$ cat src/rtl/id_ex_stage.sv
// Decode-to-execute pipeline register: latches the decoded instruction, bypasses
// write-back results into the operands, forwards EX/MEM and MEM/WB results, and stalls on load-use hazards.
module id_ex_stage #(
  parameter int REG_ADDR_W = 4,
  parameter int DATA_W     = 16
) (
  input  logic                  clk,
  input  logic                  reset,
  input  logic                  id_valid,
  input  logic [3:0]            id_operation,
  input  logic [REG_ADDR_W-1:0] id_rs0,
  input  logic [REG_ADDR_W-1:0] id_rs1,
  input  logic [REG_ADDR_W-1:0] id_rd,
  input  logic                  id_regWrite,
  input  logic                  id_memRead,
  input  logic                  id_useImm,
  input  logic [DATA_W-1:0]     id_data0,
  input  logic [DATA_W-1:0]     id_data1,
  input  logic [DATA_W-1:0]     id_imm,
  input  logic                  flush,
  input  logic                  exmem_regWrite,
  input  logic [REG_ADDR_W-1:0] exmem_rd,
  input  logic [DATA_W-1:0]     exmem_result,
  input  logic                  memwb_regWrite,
  input  logic [REG_ADDR_W-1:0] memwb_rd,
  input  logic [DATA_W-1:0]     memwb_result,
  output logic                  stall,
  output logic                  ex_valid,
  output logic [3:0]            operation,
  output logic [DATA_W-1:0]     readData0,
  output logic [DATA_W-1:0]     readData1,
  output logic [REG_ADDR_W-1:0] ex_rd,
  output logic                  ex_regWrite,
  output logic                  ex_memRead
);

  logic                  valid_q, valid_d;
  logic [3:0]            operation_q, operation_d;
  logic [REG_ADDR_W-1:0] rs0_q, rs0_d;
  logic [REG_ADDR_W-1:0] rs1_q, rs1_d;
  logic                  fwd1_en_q, fwd1_en_d;
  logic [REG_ADDR_W-1:0] rd_q, rd_d;
  logic                  reg_write_q, reg_write_d;
  logic                  mem_read_q, mem_read_d;
  logic [DATA_W-1:0]     op0_q, op0_d;
  logic [DATA_W-1:0]     op1_q, op1_d;

  logic                  hazard_rs0, hazard_rs1;
  logic [DATA_W-1:0]     cap0, cap1;

  // A load in EX whose destination feeds the decode slot cannot be forwarded in time.
  assign hazard_rs0 = (rd_q == id_rs0);
  assign hazard_rs1 = !id_useImm && (rd_q == id_rs1);
  assign stall = valid_q && mem_read_q && (rd_q != '0) && id_valid && !flush &&
                 (hazard_rs0 || hazard_rs1);

  // Capture-time bypass covers the write-back that lands in the register file this same edge.
  always_comb begin
    cap0 = id_data0;
    if (id_rs0 == '0) begin
      cap0 = '0;
    end else if (memwb_regWrite && (memwb_rd == id_rs0)) begin
      cap0 = memwb_result;
    end
    cap1 = id_data1;
    if (id_useImm) begin
      cap1 = id_imm;
    end else if (id_rs1 == '0) begin
      cap1 = '0;
    end else if (memwb_regWrite && (memwb_rd == id_rs1)) begin
      cap1 = memwb_result;
    end
  end

  always_comb begin
    valid_d     = 1'b0;
    operation_d = '0;
    rs0_d       = '0;
    rs1_d       = '0;
    fwd1_en_d   = 1'b0;
    rd_d        = '0;
    reg_write_d = 1'b0;
    mem_read_d  = 1'b0;
    op0_d       = '0;
    op1_d       = '0;
    if (!flush && !stall && id_valid) begin
      valid_d     = 1'b1;
      operation_d = id_operation;
      rs0_d       = id_rs0;
      rs1_d       = id_rs1;
      fwd1_en_d   = !id_useImm;
      rd_d        = id_rd;
      reg_write_d = id_regWrite;
      mem_read_d  = id_memRead;
      op0_d       = cap0;
      op1_d       = cap1;
    end
  end

  always_ff @(posedge clk) begin
    if (reset) begin
      valid_q     <= 1'b0;
      operation_q <= '0;
      rs0_q       <= '0;
      rs1_q       <= '0;
      fwd1_en_q   <= 1'b0;
      rd_q        <= '0;
      reg_write_q <= 1'b0;
      mem_read_q  <= 1'b0;
      op0_q       <= '0;
      op1_q       <= '0;
    end else begin
      valid_q     <= valid_d;
      operation_q <= operation_d;
      rs0_q       <= rs0_d;
      rs1_q       <= rs1_d;
      fwd1_en_q   <= fwd1_en_d;
      rd_q        <= rd_d;
      reg_write_q <= reg_write_d;
      mem_read_q  <= mem_read_d;
      op0_q       <= op0_d;
      op1_q       <= op1_d;
    end
  end

  // EX/MEM is the younger result, so it wins over MEM/WB for the same register.
  always_comb begin
    readData0 = op0_q;
    if (rs0_q != '0) begin
      if (exmem_regWrite && (exmem_rd == rs0_q)) begin
        readData0 = exmem_result;
      end else if (memwb_regWrite && (memwb_rd == rs0_q)) begin
        readData0 = memwb_result;
      end
    end
    readData1 = op1_q;
    if (fwd1_en_q && (rs1_q != '0)) begin
      if (exmem_regWrite && (exmem_rd == rs1_q)) begin
        readData1 = exmem_result;
      end else if (memwb_regWrite && (memwb_rd == rs1_q)) begin
        readData1 = memwb_result;
      end
    end
  end

  assign ex_valid    = valid_q;
  assign operation   = operation_q;
  assign ex_rd       = rd_q;
  assign ex_regWrite = reg_write_q;
  assign ex_memRead  = mem_read_q;

endmodule
$ cat config.mk
export PLATFORM = sky130hd
export DESIGN_NAME = id_ex_stage
export DESIGN_NICKNAME = d
export VERILOG_FILES = /design/src/rtl/id_ex_stage.sv
export SDC_FILE = /design/constraint.sdc
export NUM_CORES = 1
export LEC_CHECK = 0
export BUFFER_PORTS_ARGS = -buffer_cell sky130_fd_sc_hd__buf_4
export CORE_ASPECT_RATIO = 1.4
export CORE_MARGIN = 8
export CORE_UTILIZATION = 42
export DETAILED_ROUTE_END_ITERATION = 12
export HOLD_SLACK_MARGIN = 0.03
export PLACE_DENSITY = 0.89
export SETUP_SLACK_MARGIN = 0.4
export SLEW_MARGIN = 20
export SYNTH_ARGS = -nofsm -noshare
export SYNTH_HDL_FRONTEND = slang
export SYNTH_SLANG_ARGS = --single-unit
$ cat constraint.sdc
create_clock -name clk -period 2.7 [get_ports clk]
set_clock_uncertainty 0.15 [all_clocks]
set_input_delay 0.81 -clock clk [delete_from_list [all_inputs] [get_ports clk]]
set_output_delay 0.81 -clock clk [all_outputs]
set_load 0.05 [all_outputs]
==> flow_metrics.env, run 1 <==
export IMPL_ant_nets=0
export IMPL_syn_avg_cell_area_um2=8.03
export IMPL_post_cts_hold_buffer_count=0
export IMPL_drt_wirelength_per_cell_um=21.5
export IMPL_global_route_usage_total=0.273
export IMPL_clock_tree_from_tritoncts="yes"
export IMPL_synth_ff_latch_count=52
export IMPL_post_place_cells=659
export IMPL_power_leakage_nw=2.47
export IMPL_coreArea_um2=7270
export IMPL_timing_critical_path_slowest_stage_cell="sky130_fd_sc_hd__o32ai_4"
export IMPL_clk_latency_ns=0.32
export IMPL_globalRouteOverflowTotal=0
export IMPL_die_height_um=118
export IMPL_drt_vias_per_instance=5.58
export IMPL_final_period_utilization=1.19
export IMPL_synth_most_common_cell="sky130_fd_sc_hd__inv_1"
export IMPL_cts_root_to_sink_buffers=2
export IMPL_grt_setup_unrepaired="true"
export IMPL_synthArstFlopShare=0
export IMPL_holdCritPathClass="in -> reg"
export IMPL_dp_hpwl_um=10300
export IMPL_setup_tns_ns=-15.20
export IMPL_number_of_buffers_inserted_during_clock_tree_synthesis=5
export IMPL_final_max_slew_viol_count=0
export IMPL_yosys_top_cells_count="sky130_fd_sc_hd__inv_1 (67), sky130_fd_sc_hd__dfxtp_1 (52), sky130_fd_sc_hd__nand3_1 (33), sky130_fd_sc_hd__nor2_1 (29), sky130_fd_sc_hd__xor2_1 (23)"
export IMPL_clockRootBuffer="sky130_fd_sc_hd__clkbuf_8"
export IMPL_max_slew_margin_rel=0.517
export IMPL_cp_slowest_stage_delay_ns=0.29
export IMPL_drt_drc_violations_left=0
export IMPL_primary_flip_flop_cell_chosen_by_synthesis_mapping="sky130_fd_sc_hd__dfxtp_1"
export IMPL_worst_slew_pin_slew_ns=0.715
export IMPL_synth_cells=387
export IMPL_worst_ir_drop_vdd_mv=0.409
export IMPL_netlist_top_cells_area="sky130_fd_sc_hd__dfxtp_1 (33%), sky130_fd_sc_hd__inv_1 (8.1%), sky130_fd_sc_hd__xor2_1 (6.5%)"
export IMPL_max_freq_mhz=312
export IMPL_cts_htree_levels=2
export IMPL_max_cap_violations=0
export IMPL_power_density_cell_area_nw_per_um2=327
export IMPL_worst_path_dominant_cell_family="buffers and inverters"
export IMPL_yosysWarnings=0
export IMPL_final_estimated_routing_congestion_in_global_placement=0.844
export IMPL_synth_nets=500
export IMPL_worst_setup_path_start_kind="primary input"
export IMPL_grt_start_max_net_pins=33
export IMPL_critical_path_fanouts_max=8
export IMPL_finalHoldViolations=0
export IMPL_wl_um=14500
export IMPL_power_w=0.00199
export IMPL_synthDominantAreaCellType="sky130_fd_sc_hd__dfxtp_1"
export IMPL_layout_area_overhead_vs_synth_pct=95.2
export IMPL_edff_count_synth=0
export IMPL_io_pin_count=157
export IMPL_diodes_inserted=0
export IMPL_yosys_area_top_type_share=0.335
export IMPL_timing_critical_path_cells="buf_8 > xor2_1 > nor3_2 > nand4_1 > buf_6 > buf_12 > o32ai_4 > a21oi_4 > buf_8"
export IMPL_grt_first_pass_wirelength_um=22100
export IMPL_worst_path_class_setup="in -> out"
export IMPL_status="finished with violations"
export IMPL_start_util=0.428
export IMPL_num_fill_cells=393
export IMPL_instances_no_fill=675
export IMPL_post_synth_num_cell_types=34
export IMPL_detailedPlace_worstSlack_ns=-0.651
export IMPL_failed_checks="negative setup slack"
export IMPL_timing_critical_path_mode_cell="sky130_fd_sc_hd__buf_8"
export IMPL_worst_endpoint_arrival_ns=2.25
export IMPL_design_final_nets=690
export IMPL_crit_path_end_kind="output port"
export IMPL_die_width_um=88.7
export IMPL_antenna_found_initial=0
export IMPL_die_area_um2=10400
export IMPL_first_global_vias=4301
export IMPL_period_minus_slack_ns=3.21
export IMPL_numClockSinks=52
export IMPL_vias=3765
export IMPL_final_setup_violation_count=33
export IMPL_placement_rows=37
export IMPL_post_route_cells_drive_above_1_share=0.542
export IMPL_critical_path_buf_inv_count=4
export IMPL_clk_pin_slew_ns=0.10
export IMPL_yosysSeqAreaShare=0.335
export IMPL_drtPass1Iterations=4
export IMPL_crit_required_ns=1.74
export IMPL_portBuffers=156
export IMPL_drt_initial_drc_count=238
export IMPL_synthesis_area_um2=3110
export IMPL_final_setup_worst_slack_ns=-0.510
[layout by cell type, fill, tap and decap left out, types with 3 or more instances in the layout]
cell type / netlist / routed
sky130_fd_sc_hd__nand3_1: 33 / 33
sky130_fd_sc_hd__xnor2_1: 9 / 8
sky130_fd_sc_hd__clkbuf_8: 0 / 5
sky130_fd_sc_hd__xor2_1: 23 / 18
sky130_fd_sc_hd__nor2_2: 10 / 10
sky130_fd_sc_hd__o32ai_4: 0 / 16
sky130_fd_sc_hd__a31oi_1: 16 / 16
sky130_fd_sc_hd__nor3_2: 0 / 18
sky130_fd_sc_hd__dfxtp_1: 52 / 52
sky130_fd_sc_hd__buf_6: 3 / 39
sky130_fd_sc_hd__inv_1: 67 / 67
sky130_fd_sc_hd__buf_8: 1 / 7
sky130_fd_sc_hd__nor2_1: 29 / 28
sky130_fd_sc_hd__a221oi_4: 0 / 16
sky130_fd_sc_hd__nand4_1: 3 / 3
sky130_fd_sc_hd__buf_4: 1 / 145
sky130_fd_sc_hd__mux2i_1: 16 / 16
sky130_fd_sc_hd__buf_12: 0 / 12
sky130_fd_sc_hd__xor2_2: 0 / 4
sky130_fd_sc_hd__nand2_1: 19 / 18
sky130_fd_sc_hd__a21oi_4: 0 / 15
[metrics by stage]
stage	utilization	hold WS, ns	cell area, µm²
6_report	0.835	0.548	6070
2_1_floorplan	-	0.772	3690
3_5_place_dp	0.724	0.847	5260
5_1_grt	0.835	0.546	6070
4_1_cts	0.820	0.541	5960
3_3_place_gp	0.724	0.823	5260
[worst min-delay path: stages]
cell and delay [ns]:
sky130_fd_sc_hd__buf_4 0.07, sky130_fd_sc_hd__inv_1 0.03, sky130_fd_sc_hd__nor2_1 0.08
[final timing paths]
kind,start,end,slack [ns],cells after the start
setup / recovery,memwb_rd[1],readData1[0],-0.51,9
hold / removal,id_memRead,ex_memRead,0.55,3
setup reg to reg,ex_rd[1],op0_q[2],0.68,5
hold reg to reg,ex_valid,ex_valid,0.89,7
[layout make-up]
class                      count  area, µm²  share of cell area
clock buffer                   5       68.8              0.0113
timing repair buffer         206       1950               0.322
tap                           97        121              0.0200
inverter                      67        251              0.0415
sequential                    52       1040               0.172
clock inverter                 3       46.3             0.00763
multi-input combinational    245       2580               0.426
[report_power, final]
group / switching (W) / internal (W)
Clock: 0.000302 / 0.000280
Combinational: 0.000319 / 0.000283
Sequential: 0.0000123 / 0.000788
Total: 0.000634 / 0.00135
[logic make-up (layout without fill, tap and decap cells)]
kind of cell,count (synthesis),in the layout,synth area share
flops,52,52,0.335
simple gates,125,125,0.205
compound gates,72,72,0.193
buf+inv,90,281,0.126
xor+xnor,32,32,0.0902
mux,16,16,0.0515
[sequential cells by signal, indices dropped and copies added (netlist names)]
register and flops:
ex_memRead 1, ex_rd 4, ex_regWrite 1, ex_valid 1
fwd1_en_q 1, op0_q 16, op1_q 16, operation 4
rs0_q 4, rs1_q 4
[metal layers]
layer | wire, µm | GRT usage
met5 | 0 | 0
met4 | 521 | 0.125
met3 | 1350 | 0.0797
met2 | 7760 | 0.488
met1 | 4880 | 0.275
[repair_timing]
item	CTS	global route
gates cloned	2	1
endpoints found under the setup margin	33	33
pin swaps	16	0
endpoints found under the hold margin	0	0
buffers inserted	4	1
resized for setup	99	8
(Power assumes the default switching activity.)
==> run 2: changes to the inputs <==
Settings changed: BUFFER_PORTS_ARGS -buffer_cell sky130_fd_sc_hd__buf_4 to not set, CORE_UTILIZATION 42 to 57, DONT_BUFFER_PORTS set to 1, PLACE_DENSITY 0.89 to 0.86.
==> flow_metrics.env, run 2 <==
export IMPL_status="did not finish"
export IMPL_failed_stage="global routing (5_1_grt)"
export IMPL_run_stop_error="[ERROR DPL-0038] Utilization greater than 100%, impossible to legalize"
export IMPL_number_of_buffers_inserted_during_clock_tree_synthesis=5
export IMPL_synthesis_area_um2=3110
export IMPL_placement_rows=32
export IMPL_cts_root_to_sink_buffers=2
export IMPL_yosys_top_cells_count="sky130_fd_sc_hd__inv_1 (67), sky130_fd_sc_hd__dfxtp_1 (52), sky130_fd_sc_hd__nand3_1 (33), sky130_fd_sc_hd__nor2_1 (29), sky130_fd_sc_hd__xor2_1 (23)"
export IMPL_yosysSeqAreaShare=0.335
export IMPL_edff_count_synth=0
export IMPL_syn_avg_cell_area_um2=8.03
export IMPL_die_width_um=78.4
export IMPL_grt_start_max_net_pins=33
export IMPL_primary_flip_flop_cell_chosen_by_synthesis_mapping="sky130_fd_sc_hd__dfxtp_1"
export IMPL_clockRootBuffer="sky130_fd_sc_hd__clkbuf_8"
export IMPL_numClockSinks=52
export IMPL_synth_ff_latch_count=52
export IMPL_synth_most_common_cell="sky130_fd_sc_hd__inv_1"
export IMPL_cts_htree_levels=2
export IMPL_netlist_top_cells_area="sky130_fd_sc_hd__dfxtp_1 (33%), sky130_fd_sc_hd__inv_1 (8.1%), sky130_fd_sc_hd__xor2_1 (6.5%)"
export IMPL_final_estimated_routing_congestion_in_global_placement=0.923
export IMPL_synth_cells=387
export IMPL_post_synth_num_cell_types=34
export IMPL_worstEndpointType="primary output"
export IMPL_synthDominantAreaCellType="sky130_fd_sc_hd__dfxtp_1"
export IMPL_worstEndpointGrtRepair="readData1[9]"
export IMPL_portBuffers=0
export IMPL_yosys_area_top_type_share=0.335
export IMPL_io_pin_count=157
export IMPL_die_height_um=103
export IMPL_start_util=0.575
export IMPL_dp_hpwl_um=10100
export IMPL_synthArstFlopShare=0
export IMPL_yosysWarnings=0
export IMPL_synth_nets=500
[run 2: cell counts after synthesis]
Identical to the previous run, type by type.
[run 2: metrics by stage]
stage	hold WS, ns	area (µm²)	setup WS (ns)	instances	TNS [ns]
CTS	0.430	5090	-0.387	509	-11.63
floorplan	0.772	3690	-0.702	387	-15.96
detailed placement	0.739	4600	-0.560	497	-15.72
global placement	0.712	4600	-0.450	497	-12.78
[run 2: what timing repair did]
item | CTS
hold buffers | 0
setup endpoints to repair | 33
setup buffers | 3
pin swaps | 5
cloned | 1
gates resized for setup | 56
[run 2: cells by family after synthesis]
| family | share of synthesized area |
|---|---|
| simple gates | 0.205 |
| buf+inv | 0.126 |
| compound gates | 0.193 |
| flops | 0.335 |
| xor+xnor | 0.0902 |
| mux | 0.0515 |
==> run 3: changes to the inputs <==
Settings changed: CORE_ASPECT_RATIO 1.4 to not set, CORE_UTILIZATION 57 to 40, HOLD_SLACK_MARGIN 0.03 to not set, PLACE_DENSITY 0.86 to not set, PLACE_DENSITY_LB_ADDON set to 0.15, SETUP_SLACK_MARGIN 0.4 to not set.
Clock period 2.7 ns to 3.5 ns, I/O delays scaled along.
==> flow_metrics.env, run 3 (same netlist as run 1, synthesis figures left out) <==
export IMPL_globalRouteOverflowTotal=0
export IMPL_reg2reg_to="op1_q[9]"
export IMPL_worstHoldPathCells=1
export IMPL_dp_hpwl_um=8920
export IMPL_final_setup_worst_slack_ns=-0.115
export IMPL_drt_drc_violations_left=0
export IMPL_diodes_inserted=0
export IMPL_coreArea_um2=7650
export IMPL_detailedPlace_worstSlack_ns=-0.255
export IMPL_worst_path_dominant_cell_family="simple AND/OR/NAND/NOR gates"
export IMPL_whs_endpoint="fwd1_en_q"
export IMPL_worst_setup_path_start_kind="primary input"
export IMPL_power_share_clock=0.312
export IMPL_drt_initial_drc_count=93
export IMPL_max_cap_violations=0
export IMPL_io_pin_count=157
export IMPL_met3_length_um=764
export IMPL_post_route_cells_drive_above_1_share=0.374
export IMPL_period_minus_slack_ns=3.62
export IMPL_placement_rows=32
export IMPL_first_global_vias=3177
export IMPL_r2r_worst_path_cells=6
export IMPL_die_height_um=104
export IMPL_portBuffers=0
export IMPL_timing_critical_path_cells="xor2_4 > nor3_4 > and3_4 > o21ai_4 > clkbuf_16 > a221oi_4 > buf_12"
export IMPL_start_util=0.406
export IMPL_failed_checks="negative setup slack"
export IMPL_final_max_slew_viol_count=0
export IMPL_final_cell_mix="sky130_fd_sc_hd__inv_1 (67), sky130_fd_sc_hd__dfxtp_1 (52), sky130_fd_sc_hd__buf_12 (38)"
export IMPL_crit_reg2reg_launch="ex_rd[1]"
export IMPL_internal_power_consumption_w=0.000956
export IMPL_finalHoldViolations=0
export IMPL_final_estimated_routing_congestion_in_global_placement=0.772
export IMPL_timing_critical_path_depth=7
export IMPL_setup_tns_ns=-1.70
export IMPL_final_seq_area_um2=1040
export IMPL_reg_power_frac=0.469
export IMPL_die_width_um=104
export IMPL_grt_start_max_net_pins=33
export IMPL_largestRegisters="op0_q (16), op1_q (16)"
export IMPL_worst_ir_drop_vdd_mv=0.212
export IMPL_global_route_usage_total=0.201
export IMPL_clockRootBuffer="sky130_fd_sc_hd__clkbuf_8"
export IMPL_p_switching_w=0.000383
export IMPL_ant_nets=0
export IMPL_post_place_cells=523
export IMPL_critical_path_fanouts_max=8
export IMPL_vias=2939
export IMPL_final_setup_violation_count=25
export IMPL_layout_area_overhead_vs_synth_pct=60.7
export IMPL_design_final_nets=545
export IMPL_multi_input_comb_area_um2=2460
export IMPL_numClockSinks=52
export IMPL_critical_path_buf_inv_count=2
export IMPL_holdWs_ns=0.653
export IMPL_holdCritPathClass="in -> reg"
export IMPL_number_of_buffers_inserted_during_clock_tree_synthesis=5
export IMPL_crit_required_ns=2.30
export IMPL_met1Wirelength_um=4580
export IMPL_timing_critical_path_slowest_stage_cell="sky130_fd_sc_hd__a221oi_4"
export IMPL_instances_no_fill=535
export IMPL_cts_root_to_sink_buffers=2
export IMPL_crit_path_end_kind="output port"
export IMPL_clock_tree_from_tritoncts="yes"
export IMPL_clk_latency_ns=0.30
export IMPL_worst_path_class_setup="in -> out"
export IMPL_cp_slowest_stage_delay_ns=0.28
export IMPL_hold_crit_start="id_useImm"
export IMPL_final_period_utilization=1.03
export IMPL_cts_htree_levels=2
export IMPL_combPwrFrac=0.219
export IMPL_power_w=0.00134
export IMPL_wl_um=11400
export IMPL_drt_vias_per_instance=5.49
export IMPL_grt_setup_unrepaired="true"
export IMPL_clk_pin_slew_ns=0.10
export IMPL_post_cts_hold_buffer_count=0
export IMPL_reg2reg_slack_ns=1.01
export IMPL_final_common_cell="sky130_fd_sc_hd__inv_1"
export IMPL_die_area_um2=10800
export IMPL_drt_wirelength_per_cell_um=21.3
export IMPL_drtPass1Iterations=5
export IMPL_status="finished with violations"
export IMPL_power_leakage_nw=1.78
export IMPL_worst_endpoint_arrival_ns=2.42
export IMPL_switching_share=0.286
export IMPL_max_slew_margin_rel=0.530
export IMPL_grt_first_pass_wirelength_um=17700
export IMPL_dr_max_layer_used="met4"
export IMPL_antenna_found_initial=0
export IMPL_power_density_cell_area_nw_per_um2=268
export IMPL_num_fill_cells=628
export IMPL_met2WireLength_um=5870
export IMPL_worst_slew_pin_slew_ns=0.696
export IMPL_max_freq_mhz=277
run 3: worst max-delay path by stage:
stage           startpoint  slack (ns)             to
2_1_floorplan  exmem_rd[1]       -0.38  readData0[10]
3_3_place_gp   memwb_rd[1]       -0.16  readData0[15]
3_5_place_dp   memwb_rd[1]       -0.26  readData0[14]
4_1_cts        memwb_rd[2]        -0.1   readData0[4]
5_1_grt        memwb_rd[1]       -0.16   readData0[3]
6_report       memwb_rd[1]       -0.12   readData0[9]
run 3: power by group through the flow:
stage / clock network, W / logic, W / registers [W]
after floorplan: 0 / 0.000191 / 0.000641
after global placement: 0 / 0.000275 / 0.000641
after detailed placement: 0 / 0.000282 / 0.000642
after CTS: 0.000429 / 0.000288 / 0.000628
after global routing: 0.000454 / 0.000313 / 0.000630
final: 0.000417 / 0.000293 / 0.000628
run 3: layer usage:
layer,track usage,vias up
met5,0,-
met4,0.0527,0
met3,0.0626,12
met2,0.357,90
met1,0.227,1416
li1,-,1421
run 3: per-stage QoR:
| stage | instance area [µm²] | util |
|---|---|---|
| after floorplan | 3630 | - |
| after global placement | 4500 | 0.588 |
| after detailed placement | 4500 | 0.588 |
| after CTS | 4820 | 0.631 |
| after global routing | 4990 | 0.653 |
| final | 4990 | 0.653 |
run 3: cell type report:
cell class | instances | share of cell area
Multi-Input combinational cell | 245 | 0.493
Sequential cell | 52 | 0.208
Timing Repair Buffer | 61 | 0.201
Inverter | 67 | 0.0504
Tap cell | 102 | 0.0256
Clock buffer | 6 | 0.0145
Clock inverter | 2 | 0.00702
run 3: worst reg2reg max path, stage by stage, from the launching register on:
cell	delay [ns]
sky130_fd_sc_hd__dfxtp_1	0.74
sky130_fd_sc_hd__xor2_1	0.16
sky130_fd_sc_hd__nor4_1	0.33
sky130_fd_sc_hd__a41oi_1	0.14
sky130_fd_sc_hd__o21ai_2	0.48
sky130_fd_sc_hd__buf_4	0.31
sky130_fd_sc_hd__a31oi_1	0.07
run 3: timing repair:
action                                  4_1_cts  5_1_grt
hold endpoints to repair                      0        0
gates resized for setup                      36       13
cloned                                        0        3
pin swaps                                     3        8
endpoints found under the setup margin       32       32
buffers inserted                              1        0
==> run 4: changes to the inputs <==
Settings changed: CORE_UTILIZATION 40 to 25.
==> flow_metrics.env, run 4 (same netlist as run 1, synthesis figures left out) <==
export IMPL_critical_path_buf_inv_count=2
export IMPL_worst_setup_path_start_kind="primary input"
export IMPL_grt_start_max_net_pins=33
export IMPL_critical_path_fanouts_max=8
export IMPL_worst_path_class_setup="in -> out"
export IMPL_numClockSinks=52
export IMPL_die_width_um=128
export IMPL_setup_tns_ns=-1.84
export IMPL_final_area_um2=5260
export IMPL_design_final_nets=557
export IMPL_final_estimated_routing_congestion_in_global_placement=0.797
export IMPL_final_setup_worst_slack_ns=-0.123
export IMPL_die_area_um2=16300
export IMPL_largestRegisters="op0_q (16), op1_q (16)"
export IMPL_period_minus_slack_ns=3.62
export IMPL_start_util=0.258
export IMPL_power_density_cell_area_nw_per_um2=275
export IMPL_global_route_usage_total=0.153
export IMPL_finalHoldViolations=0
export IMPL_num_fill_cells=1160
export IMPL_worst_path_dominant_cell_family="simple AND/OR/NAND/NOR gates"
export IMPL_crit_required_ns=2.30
export IMPL_final_max_slew_viol_count=0
export IMPL_worst_ir_drop_vdd_mv=0.180
export IMPL_timing_critical_path_mode_cell="sky130_fd_sc_hd__buf_12"
export IMPL_final_cell_mix="sky130_fd_sc_hd__inv_1 (67), sky130_fd_sc_hd__dfxtp_1 (52), sky130_fd_sc_hd__buf_12 (41)"
export IMPL_vias=2971
export IMPL_dp_hpwl_um=10300
export IMPL_power_leakage_nw=1.87
export IMPL_placed_standard_cell_area_um2=4690
export IMPL_holdCritPathClass="in -> reg"
export IMPL_coreArea_um2=12100
export IMPL_crit_path_end_kind="output port"
export IMPL_io_pin_count=157
export IMPL_detailedPlace_worstSlack_ns=-0.191
export IMPL_antenna_found_initial=0
export IMPL_diodes_inserted=0
export IMPL_max_slew_margin_rel=0.551
export IMPL_layout_area_overhead_vs_synth_pct=69.2
export IMPL_final_setup_violation_count=29
export IMPL_post_cts_hold_buffer_count=0
export IMPL_final_seq_area_um2=1040
export IMPL_max_freq_mhz=276
export IMPL_first_global_vias=3266
export IMPL_worst_endpoint_arrival_ns=2.42
export IMPL_placement_rows=40
export IMPL_grt_first_pass_wirelength_um=19100
export IMPL_worst_slew_pin_slew_ns=0.665
export IMPL_drt_vias_per_instance=4.85
export IMPL_status="finished with violations"
export IMPL_cts_root_to_sink_buffers=2
export IMPL_clk_pin_slew_ns=0.07
export IMPL_cts_htree_levels=2
export IMPL_multi_input_comb_area_um2=2460
export IMPL_post_route_cells_drive_above_1_share=0.387
export IMPL_timing_critical_path_cells="xor2_4 > nor3_4 > and3_4 > o21ai_4 > buf_12 > a221oi_4 > buf_12"
export IMPL_globalRouteOverflowTotal=0
export IMPL_final_common_cell="sky130_fd_sc_hd__inv_1"
export IMPL_portBuffers=0
export IMPL_clock_tree_from_tritoncts="yes"
export IMPL_number_of_buffers_inserted_during_clock_tree_synthesis=5
export IMPL_final_period_utilization=1.04
export IMPL_failed_checks="negative setup slack"
export IMPL_drt_drc_violations_left=0
export IMPL_drt_wirelength_per_cell_um=20.9
export IMPL_drtPass1Iterations=4
export IMPL_clk_latency_ns=0.29
export IMPL_drt_initial_drc_count=88
export IMPL_die_height_um=128
export IMPL_max_cap_violations=0
export IMPL_cp_slowest_stage_delay_ns=0.32
export IMPL_grt_setup_unrepaired="true"
export IMPL_clockRootBuffer="sky130_fd_sc_hd__clkbuf_16"
export IMPL_ant_nets=0
export IMPL_wl_um=12800
export IMPL_timing_critical_path_slowest_stage_cell="sky130_fd_sc_hd__a221oi_4"
[run 4: changes by cell type in the layout (fill, tap and decap cells not counted), moves of 3 or more]
cell / change
sky130_fd_sc_hd__xor2_1: -3
sky130_fd_sc_hd__o32ai_2: -4
sky130_fd_sc_hd__xor2_2: +3
sky130_fd_sc_hd__nor3_4: -3
sky130_fd_sc_hd__clkbuf_8: -5
sky130_fd_sc_hd__clkbuf_16: +4
sky130_fd_sc_hd__buf_4: +7
sky130_fd_sc_hd__buf_12: +3
sky130_fd_sc_hd__nor3_1: +3
[run 4: path summary, 6_finish.rpt]
kind               start            end  slack [ns]  cells past startpoint
max reg2reg     ex_rd[1]      op1_q[12]        1.03                      6
max          memwb_rd[1]  readData0[14]       -0.12                      7
min reg2reg     ex_valid       ex_valid        0.69                      5
min            id_useImm      fwd1_en_q        0.68                      1
[run 4: area by class of cell]
class / count / area share
sequential: 52 / 0.198
inverter: 67 / 0.0478
clock buffer: 5 / 0.0238
clock inverter: 3 / 0.00523
tap: 168 / 0.0400
multi-input combinational: 245 / 0.468
timing repair buffer: 73 / 0.217
[run 4: metal layers]
| metal | GRT usage | vias to the layer above | wire length, µm |
|---|---|---|---|
| met4 | 0.0315 | 0 | 76 |
| met5 | 0 | - | 0 |
| met3 | 0.0878 | 6 | 1770 |
| met1 | 0.151 | 1406 | 4430 |
| li1 | - | 1444 | - |
| met2 | 0.276 | 115 | 6540 |
[run 4: power by group]
| part | leakage, nW | switching [W] | internal, W |
|---|---|---|---|
| combinational | 1.38 | 0.000159 | 0.000139 |
| clock | 0.0719 | 0.000248 | 0.000272 |
| sequential | 0.423 | 0.0000206 | 0.000608 |
| total | 1.87 | 0.000427 | 0.00102 |
[run 4: worst register-to-register path: stages (launching register included)]
cell and delay (ns):
sky130_fd_sc_hd__dfxtp_1 0.73, sky130_fd_sc_hd__xor2_1 0.14, sky130_fd_sc_hd__nor4_1 0.34, sky130_fd_sc_hd__a41oi_1 0.15, sky130_fd_sc_hd__o21ai_2 0.53, sky130_fd_sc_hd__buf_12 0.24
sky130_fd_sc_hd__a31oi_1 0.07
[run 4: timing repair]
action                                 4_1_cts  5_1_grt
setup endpoints to repair                   32       32
buffers inserted                             2        1
resized for setup                           27       26
pin swaps                                   13        9
gates cloned                                 2        1
endpoints found under the hold margin        0        0
[run 4: stage by stage]
step	total power [W]	std cells	hold WS, ns	utilization
2_1_floorplan	0.000831	387	0.845	-
3_3_place_gp	0.000921	600	0.667	0.389
3_5_place_dp	0.000925	600	0.676	0.389
6_report	0.00145	613	0.678	0.436
4_1_cts	0.00146	612	0.665	0.420
5_1_grt	0.00151	613	0.659	0.436
